## src/rtl/cpu_pkg.sv

```systemverilog
// Shared encodings for the 8-bit CPU control path: opcodes, FSM states, ALU functions.
package cpu_pkg;

  localparam logic [3:0] OP_NOP = 4'h0;
  localparam logic [3:0] OP_ADD = 4'h1;
  localparam logic [3:0] OP_SUB = 4'h2;
  localparam logic [3:0] OP_AND = 4'h3;
  localparam logic [3:0] OP_OR  = 4'h4;
  localparam logic [3:0] OP_XOR = 4'h5;
  localparam logic [3:0] OP_MOV = 4'h6;
  localparam logic [3:0] OP_LDI = 4'h7;
  localparam logic [3:0] OP_LD  = 4'h8;
  localparam logic [3:0] OP_ST  = 4'h9;
  localparam logic [3:0] OP_JMP = 4'hA;
  localparam logic [3:0] OP_JZ  = 4'hB;
  localparam logic [3:0] OP_HLT = 4'hF;

  localparam logic [2:0] S_FETCH  = 3'd0;
  localparam logic [2:0] S_DECODE = 3'd1;
  localparam logic [2:0] S_EXEC   = 3'd2;
  localparam logic [2:0] S_MEM    = 3'd3;
  localparam logic [2:0] S_WB     = 3'd4;
  localparam logic [2:0] S_HALT   = 3'd5;

  localparam logic [2:0] ALU_ADD  = 3'd0;
  localparam logic [2:0] ALU_SUB  = 3'd1;
  localparam logic [2:0] ALU_AND  = 3'd2;
  localparam logic [2:0] ALU_OR   = 3'd3;
  localparam logic [2:0] ALU_XOR  = 3'd4;
  localparam logic [2:0] ALU_PASS = 3'd5;

  // MOV and LDI route operand B straight through the ALU.
  function automatic logic [2:0] alu_sel(input logic [3:0] op);
    case (op)
      OP_SUB:         alu_sel = ALU_SUB;
      OP_AND:         alu_sel = ALU_AND;
      OP_OR:          alu_sel = ALU_OR;
      OP_XOR:         alu_sel = ALU_XOR;
      OP_MOV, OP_LDI: alu_sel = ALU_PASS;
      default:        alu_sel = ALU_ADD;
    endcase
  endfunction

endpackage

```

## src/rtl/cpu_mem_watchdog.sv

```systemverilog
// Memory-request watchdog: counts consecutive pending cycles and flags the one
// that reaches TIMEOUT without an ack.
module cpu_mem_watchdog #(
  parameter int TIMEOUT = 15
) (
  input  logic clk,
  input  logic rst,
  input  logic req,
  input  logic ack,
  output logic expired
);
  localparam int W = $clog2(TIMEOUT + 1);

  logic [W-1:0] cnt;

  // An ack in the final allowed cycle wins over expiry.
  assign expired = req && !ack && (cnt == W'(TIMEOUT - 1));

  // Any cycle without a pending request (or with its ack) restarts the count,
  // so each new FETCH/MEM request begins from zero.
  always_ff @(posedge clk) begin
    if (!rst)                       cnt <= '0;
    else if (req && !ack && !expired) cnt <= cnt + 1'b1;
    else                            cnt <= '0;
  end

endmodule

```

## src/rtl/cpu_ctrl_fsm.sv

```systemverilog
// Multi-cycle control unit: fetch/decode/exec/mem/wb sequencing, memory
// handshakes with timeout, and a retired-instruction counter.
module cpu_ctrl_fsm
  import cpu_pkg::*;
#(
  parameter int OPC_W   = 4,
  parameter int TIMEOUT = 15,
  parameter int CNT_W   = 16
) (
  input  logic             clk,
  input  logic             rst,
  input  logic [OPC_W-1:0] opcode,
  input  logic             zero,
  input  logic             imem_ack,
  input  logic             dmem_ack,
  output logic             imem_req,
  output logic             dmem_req,
  output logic             dmem_we,
  output logic             ir_load,
  output logic             pc_inc,
  output logic             pc_load,
  output logic             rf_we,
  output logic [2:0]       alu_op,
  output logic             wb_sel,
  output logic             halted,
  output logic             bus_err,
  output logic             illegal,
  output logic [CNT_W-1:0] instr_count,
  output logic [2:0]       state
);

  logic [3:0] op;
  logic [2:0] nxt;
  logic       is_alu, is_mem, is_ill, retire, expired, wd_ack;

  assign op     = opcode[3:0];
  assign is_alu = (op >= OP_ADD) && (op <= OP_LDI);
  assign is_mem = (op == OP_LD) || (op == OP_ST);
  assign is_ill = (op >= 4'hC) && (op <= 4'hE);
  assign wd_ack = (state == S_MEM) ? dmem_ack : imem_ack;
  assign halted = (state == S_HALT);

  cpu_mem_watchdog #(.TIMEOUT(TIMEOUT)) u_wd (
    .clk     (clk),
    .rst     (rst),
    .req     (imem_req | dmem_req),
    .ack     (wd_ack),
    .expired (expired)
  );

  always_ff @(posedge clk) begin
    if (!rst) begin
      state       <= S_FETCH;
      bus_err     <= 1'b0;
      instr_count <= '0;
    end else begin
      state <= nxt;
      if (expired) bus_err <= 1'b1;
      if (retire)  instr_count <= instr_count + 1'b1;
    end
  end

  always_comb begin
    nxt = state;
    case (state)
      S_FETCH:  if (imem_ack) nxt = S_DECODE;
                else if (expired) nxt = S_HALT;
      S_DECODE: nxt = S_EXEC;
      S_EXEC: begin
        if (is_alu)            nxt = S_WB;
        else if (is_mem)       nxt = S_MEM;
        else if (op == OP_HLT) nxt = S_HALT;
        else                   nxt = S_FETCH;
      end
      S_MEM:    if (dmem_ack) nxt = (op == OP_LD) ? S_WB : S_FETCH;
                else if (expired) nxt = S_HALT;
      S_WB:     nxt = S_FETCH;
      S_HALT:   nxt = S_HALT;
      default:  nxt = S_FETCH;
    endcase
  end

  // Every strobe is held low while reset is asserted, whatever the state.
  always_comb begin
    imem_req = 1'b0;
    dmem_req = 1'b0;
    dmem_we  = 1'b0;
    ir_load  = 1'b0;
    pc_inc   = 1'b0;
    pc_load  = 1'b0;
    rf_we    = 1'b0;
    alu_op   = ALU_ADD;
    wb_sel   = 1'b0;
    illegal  = 1'b0;
    retire   = 1'b0;
    if (rst) begin
      case (state)
        S_FETCH: begin
          imem_req = 1'b1;
          ir_load  = imem_ack;
        end
        S_EXEC: begin
          retire = !is_alu && !is_mem;
          if (is_alu) alu_op = alu_sel(op);
          if (op == OP_JMP) pc_load = 1'b1;
          else if (op == OP_JZ) begin
            pc_load = zero;
            pc_inc  = !zero;
          end else if (!is_alu && !is_mem && op != OP_HLT) begin
            pc_inc  = 1'b1;
            illegal = is_ill;
          end
        end
        S_MEM: begin
          dmem_req = 1'b1;
          dmem_we  = (op == OP_ST);
          wb_sel   = (op == OP_LD);
          pc_inc   = (op == OP_ST) && dmem_ack;
          retire   = (op == OP_ST) && dmem_ack;
        end
        S_WB: begin
          rf_we  = 1'b1;
          pc_inc = 1'b1;
          wb_sel = (op == OP_LD);
          retire = 1'b1;
        end
        default: ;
      endcase
    end
  end

endmodule

```

## config.mk

```make
export PLATFORM = sky130hd
export DESIGN_NAME = cpu_ctrl_fsm
export DESIGN_NICKNAME = d
export VERILOG_FILES = /design/src/rtl/cpu_pkg.sv /design/src/rtl/cpu_mem_watchdog.sv /design/src/rtl/cpu_ctrl_fsm.sv
export SDC_FILE = /design/constraint.sdc
export NUM_CORES = 1
export LEC_CHECK = 0
export ABC_AREA = 1
export ABC_CLOCK_PERIOD_IN_PS = 1800
export BUFFER_PORTS_ARGS = -buffer_cell sky130_fd_sc_hd__buf_2
export CAP_MARGIN = 40
export CORE_MARGIN = 4
export CORE_UTILIZATION = 49
export DETAILED_ROUTE_END_ITERATION = 12
export PLACE_DENSITY_LB_ADDON = 0.05
export SETUP_SLACK_MARGIN = 0.1
export SYNTH_ARGS = -nofsm -noshare
export SYNTH_HDL_FRONTEND = slang
export SYNTH_SLANG_ARGS = --single-unit
```

## constraint.sdc

```tcl
create_clock -name clk -period 1.8 [get_ports clk]
set_input_delay 0.09 -clock clk [delete_from_list [all_inputs] [get_ports clk]]
set_output_delay 0.09 -clock clk [all_outputs]
set_load 0.01 [all_outputs]
```

==> run metrics, run 1 <==
HP Class=input port to flip-flop; worst skew pair latency=about 0.33 ns; most frequent standard cell in the layout excluding fill and tap cells=nand2_1; synthesized cell area=1640 um2; Post-Route WL=3910 um; power consumption=around 0.0011 W; CP startpoint kind=flip-flop; vias post-DR=1758; CP max-delay cell=dfxtp_2; skew final=around 0.007 ns; worst setup path startpoint=state[1]; CP Data Arrival Time=1.55 ns; cell area after layout=1990 um2; Leak=between 0.9 and 1 nW; Switching Share=around 26%; WL met1=~1800 um; P_int=just over 0.0008 W; Row Count=20; Seq/Total Area, Yosys=approximately 30%; layout cells sized above 1=roughly a quarter; Synth Warn #=0; gpl congestion=0.882; outcome=finished clean; post-synth top area share=29.4%; post-synth cell types=30; DP HPWL=approximately 2900 um; CORE AREA=about 3100 um2; CTS clk-pin slew, worst paths=approximately 0.13 ns; TritonCTS Buffers=3; Pwr Density=between 500 and 600 nW/um2; first-pass GRT wire length=between 6000 and 7000 um; WL/cell=roughly 11 um; unrepaired setup endpoints after global routing=yes; max-capacitance violation count=0; crit path to=alu_op[2]; Crit. End Element=output pin; Setup WS pre-CTS=~0.27 ns; Tmin final=~1.6 ns; Via density=4.98; Synth area leaders=dfxtp_1 (29%), nand2_1 (16%), nor2_1 (9.4%), nand3_1 (7.3%), inv_1 (7.1%); Worst Path Required=1.71 ns; GR Util All Layers=between 20 and 25%; TNS Setup=0 ns; dpl cell area=1870 um2; Seq cells post-synth=24; Logic pwr share=13.4%; FMAX=~0.6 GHz; Avg Cell Area, Syn=a little over 6 um2; port bufs=between 40 and 50; Synth async-reset ratio=0%; die area=between 4000 and 5000 um2; Syn-to-layout area delta=21.6%; flop2flop setup slack=between 0.3 and 0.4 ns; CTS H-Tree Depth=1; Switching Power=0.000282 W; Slew headroom=between 70% and 80%; largest net degree at the start of global routing=20; terminus of the critical flop-to-flop path=instr_count[8]; max-slew violation count=0; Initial Utilization=52.3%; Seq pwr share=between 50% and 60%; DR iter-0 viols=~130; CTS tree=built; crit path kind=flip-flop to output pin; antenna violations before repair=0; Fin. Hold Viols=0; Max stage delay on crit path=about 0.36 ns; Worst Tran Pin Value=~0.34 ns; Nets=about 320; FF-to-FF Start=instr_count[1]; Die W=between 60 and 70 um; top_reg_cell synth=dfxtp_1; DR top layer=met4; Detail Route Antenna Nets=0; Final period util=between 90% and 100%; EDFF count, synth=0; number of top-level pins=between 40 and 50; Initial DRT Pass Iterations=4; IR drop worst, VDD=approximately 0.00029 V; ant diodes=0; # DRC=0; die height=between 60 and 70 um; Mapped Nets=275; PnR worst setup slack=between 0.15 and 0.2 ns; cells after synthesis=263; critical-path cell list=inv_2 > nor3_4 > inv_2 > nor2_4 > nand2_2 > nor3_2 > buf_2; met3 WL post-DR=253 um; vias in the first global route=1655; met2 wire length=roughly 1800 um; Critical Path Fanout Max=4; critical path's most frequent cell=inv_2; Setup Viol. Count Final=0; R2R depth=7; Clock power frac=between 30% and 40%; CTS Buffer Depth=2; CTS Root Cell=clkbuf_4; Synth area leader=dfxtp_1; most frequent cells in the layout=nand2_1 (69), buf_2 (41), nor2_1 (38); CTS Sinks=24; total grt overflow=0
-- synth_stat cells (all sizes together) (2+ instances only) --
library cell / count
clkbuf: 2
xnor2: 4
buf: 4
nand3: 26
nand2: 72
o21ai: 4
ha: 3
nor2: 45
a21oi: 21
nor3: 8
xor2: 3
nand4: 8
dfxtp: 24
inv: 33
-- critical path, delay by kind of cell, from the launching register on --
kind | cells | cell delay [ns]
and+or+nand+nor | 4 | 0.58
DFF | 1 | 0.36
buffers and inverters | 3 | 0.28
-- cells by family (layout without fill, tap and decap cells) --
kind of cell	after synthesis	count (layout)	synth area share (%)
simple gates	161	161	44.3
buf+inv	40	86	11.1
compound gates	28	28	9.18
flops	24	24	29.4
xor+xnor	7	7	3.75
fa+ha+maj	3	3	2.29
-- metrics by stage --
stage	hold WS (ns)	utilization, %	instances
after global placement	0.432	59.9	346
after detailed placement	0.424	59.9	346
after global routing	0.0715	63.6	353
after CTS	0.0554	62.4	352
after floorplan	0.290	-	263
final	0.0647	63.6	353
-- layout make-up --
class	instances	area [um2]
clock inverters	1	30.0
multi-input cells	199	1010
inverters	34	128
clock buffers	3	22.5
flip-flops and latches	24	484
well taps	44	55.1
repair buffers	48	262
fillers	314	1140
-- registers in the layout (all words and copies together), names as in the netlist --
signal / flops
state: 3
u_wd.cnt: 4
bus_err: 1
instr_count: 16
-- worst min-delay path by stage --
stage               startpoint        to  cells after the start
finish                dmem_ack  state[2]                      4
global route          dmem_ack  state[2]                      4
detailed placement    dmem_ack  state[2]                      4
floorplan             dmem_ack  state[2]                      3
global placement      dmem_ack  state[2]                      4
CTS                   dmem_ack  state[2]                      4
-- power by group through the flow --
stage	logic (W)	registers (W)	clock network, W
global placement	0.000133	0.000561	0
global route	0.000167	0.000553	0.000435
CTS	0.000141	0.000550	0.000409
detailed placement	0.000133	0.000561	0
floorplan	0.0000923	0.000564	0
finish	0.000147	0.000551	0.000401
-- repair_timing --
action	4_1_cts	5_1_grt
gates resized for setup	5	10
pin swaps	2	3
hold buffers	0	0
setup endpoints to repair	6	10
endpoints found under the hold margin	0	0
setup buffers	2	1
-- layer usage --
layer	GRT usage [%]	vias up
met5	0	-
met4	8.03	0
met2	34.9	56
met3	4.93	7
li1	-	934
met1	23.3	761
No activity file was read; power rests on OpenSTA's default activity.
==> inputs of run 2 (changes only) <==
SYNTH_HIERARCHICAL = 1   (was default)
==> run 2 against run 1 <==
- critical path type unchanged
- sequential share of layout area is 1.2 points lower
- largest power group unchanged
- count of clock-buffer cells in the layout stayed put
- sequential cell count stayed put
- worst setup slack better by 0.0080 ns
==> run metrics, run 2 <==
CTS clk-pin slew, worst paths=0.14 ns; Initial DRT Pass Iterations=4; crit path kind=flip-flop to output pin; CP max-delay cell=dfxtp_4; FF-to-FF Start=state[2]; buffers and inverters on the worst path=4; outcome=finished clean; CP top delay family=buffers and inverters; DP HPWL=between 3000 and 4000 um; CTS H-Tree Depth=1; top_reg_cell synth=dfxtp_1; Detail Route Antenna Nets=0; Die W=between 60 and 70 um; CORE AREA=between 3000 and 4000 um2; # DRC=0; vias post-DR=between 1500 and 2000; CTS Sinks=24; most frequent standard cell in the layout excluding fill and tap cells=nand2_1; max-slew violation count=0; IR drop worst, VDD=about 0.00034 V; Synth area leaders=dfxtp_1 (28%), nand2_1 (13%), nor2_1 (9.1%), nand3_1 (7.4%), inv_1 (7.1%); Hold WS=around 0.11 ns; Syn-to-layout area delta=24.2%; vias in the first global route=around 1600; Pwr Density=between 500 and 600 nW/um2; DR iter-0 viols=70; CTS Root Cell=clkbuf_4; Final period util=about nine tenths; antenna violations before repair=0; max reg flops=16; ant diodes=0; Layout fillers=333; flop2flop setup slack=0.21 ns; Most flops, register=instr_count; EDFF count, synth=0; total grt overflow=0; Seq cells post-synth=24; Critical Path Fanout Max=5; CP Data Arrival Time=approximately 1.5 ns; Crit. End Element=output pin; R2R depth=9; TNS Setup=0 ns; Hold Path Origin=dmem_ack; skew final=0.0108 ns; layout cells sized above 1=31.7%; Nets=roughly 330; Tmin final=1.63 ns; Commonest cells post-synth=nand2_1 (57), nor2_1 (41), inv_1 (32); TritonCTS Buffers=3; port bufs=41; critical-path cell list=inv_2 > nor3_4 > inv_1 > buf_4 > nor2_4 > nor2_1 > nor2_1 > buf_2; Max stage delay on crit path=0.39 ns; Leak=0.946 nW; die area=roughly 4500 um2; Setup Viol. Count Final=0; Post-Route WL=~4000 um; FMAX=around 0.61 GHz; CTS tree=built; synthesized cell area=between 1500 and 2000 um2; post-synth cell types=28; largest net degree at the start of global routing=22; first-pass GRT wire length=6620 um; critical path's most frequent cell=nor2_1; Seq/Total Area, Yosys=between 20% and 30%; Critical Path Stages=8; Slew headroom=77.2%; die height=between 60 and 70 um; Avg Cell Area, Syn=about 6.4 um2; most frequent cells in the layout=nand2_1 (56), buf_2 (41), nor2_1 (36); CTS Buffer Depth=2; Fin. Hold Viols=0; HP Class=input port to flip-flop; post-synth top area share=about 28%; number of top-level pins=between 40 and 50; Worst Path Required=1.71 ns; Synth Warn #=6; power consumption=~0.0011 W; dpl cell area=~2000 um2; GR Util All Layers=between 10% and 20%; cell area after layout=between 2000 and 2500 um2; Synth area leader=dfxtp_1; max-capacitance violation count=0; largest registers=instr_count (16), u_wd/cnt (4), state (3); Worst Tran Pin Value=approximately 0.34 ns; gpl congestion=0.951; cells after synthesis=264; worst setup path startpoint=state[1]; Row Count=21; unrepaired setup endpoints after global routing=yes; Synth async-reset ratio=0%; worst skew pair latency=roughly 0.33 ns; placed insts=353; Initial Utilization=50.7%; Via density=roughly 5; Mapped Nets=276; WL/cell=about 11 um; most frequent cell after synthesis=nand2_1; CP startpoint kind=flip-flop; final non-filler cell total=~360; worst hold stages=4
==> run 2: final timing paths <==
kind                                 end
worst min-delay path            state[1]
worst max-delay path              wb_sel
worst max register to register  state[0]
worst min register to register   bus_err
==> run 2: layer usage <==
layer | track usage (%) | up-vias | part of all wire [%]
li1 | - | 961 | -
met1 | 22.9 | 794 | 46
met2 | 33.4 | 46 | 48
met3 | 3.20 | 6 | 4.6
met4 | 5.33 | 0 | 1.1
met5 | 0 | - | 0
==> run 2: layout make-up <==
type / count / area, um2 / area share (%)
Inverter: 34 / 128 / 6.08
Clock buffer: 3 / 22.5 / 1.07
Clock inverter: 1 / 30.0 / 1.43
Multi-Input combinational cell: 200 / 1080 / 51.5
Timing Repair Buffer: 53 / 295 / 14.1
Tap cell: 46 / 57.6 / 2.74
Sequential cell: 24 / 487 / 23.2
==> run 2: kinds of logic (layout without fill, tap and decap cells) <==
group	count (synthesis)	after routing	share of synthesized area, %
adders and majority gates	3	3	2.22
DFF	24	24	28.4
xor gates and xnor gates	7	7	3.62
buffers and inverters	40	91	10.4
AOI/OAI and AO/OA	34	34	12.4
and+or+nand+nor	156	156	42.9
==> run 2: repair_timing <==
| action | in CTS | in global routing |
|---|---|---|
| pin swaps | 1 | 2 |
| hold buffers | 0 | 0 |
| buffers inserted | 1 | 3 |
| resized for setup | 2 | 14 |
| endpoints found under the setup margin | 10 | 16 |
==> run 2: power breakdown <==
| part | total [W] | internal (W) | switching, W |
|---|---|---|---|
| registers | 0.000547 | 0.000539 | 0.00000813 |
| clock network | 0.000408 | 0.000225 | 0.000182 |
| logic | 0.000161 | 0.0000561 | 0.000105 |
| total | 0.00112 | 0.000821 | 0.000295 |
==> run 2: tightest hold or removal path: stages <==
cell and delay (ns):
buf_2 0.11, nor4_1 0.05, o21ai_0 0.13, inv_1 0.04
==> run 2: per-stage QoR <==
step	setup WS, ns	util [%]
2_1_floorplan	0.138	-
3_3_place_gp	0.133	58.9
3_5_place_dp	0.0439	58.9
4_1_cts	0.0772	60.9
5_1_grt	0.0725	63.0
6_report	0.167	63.0
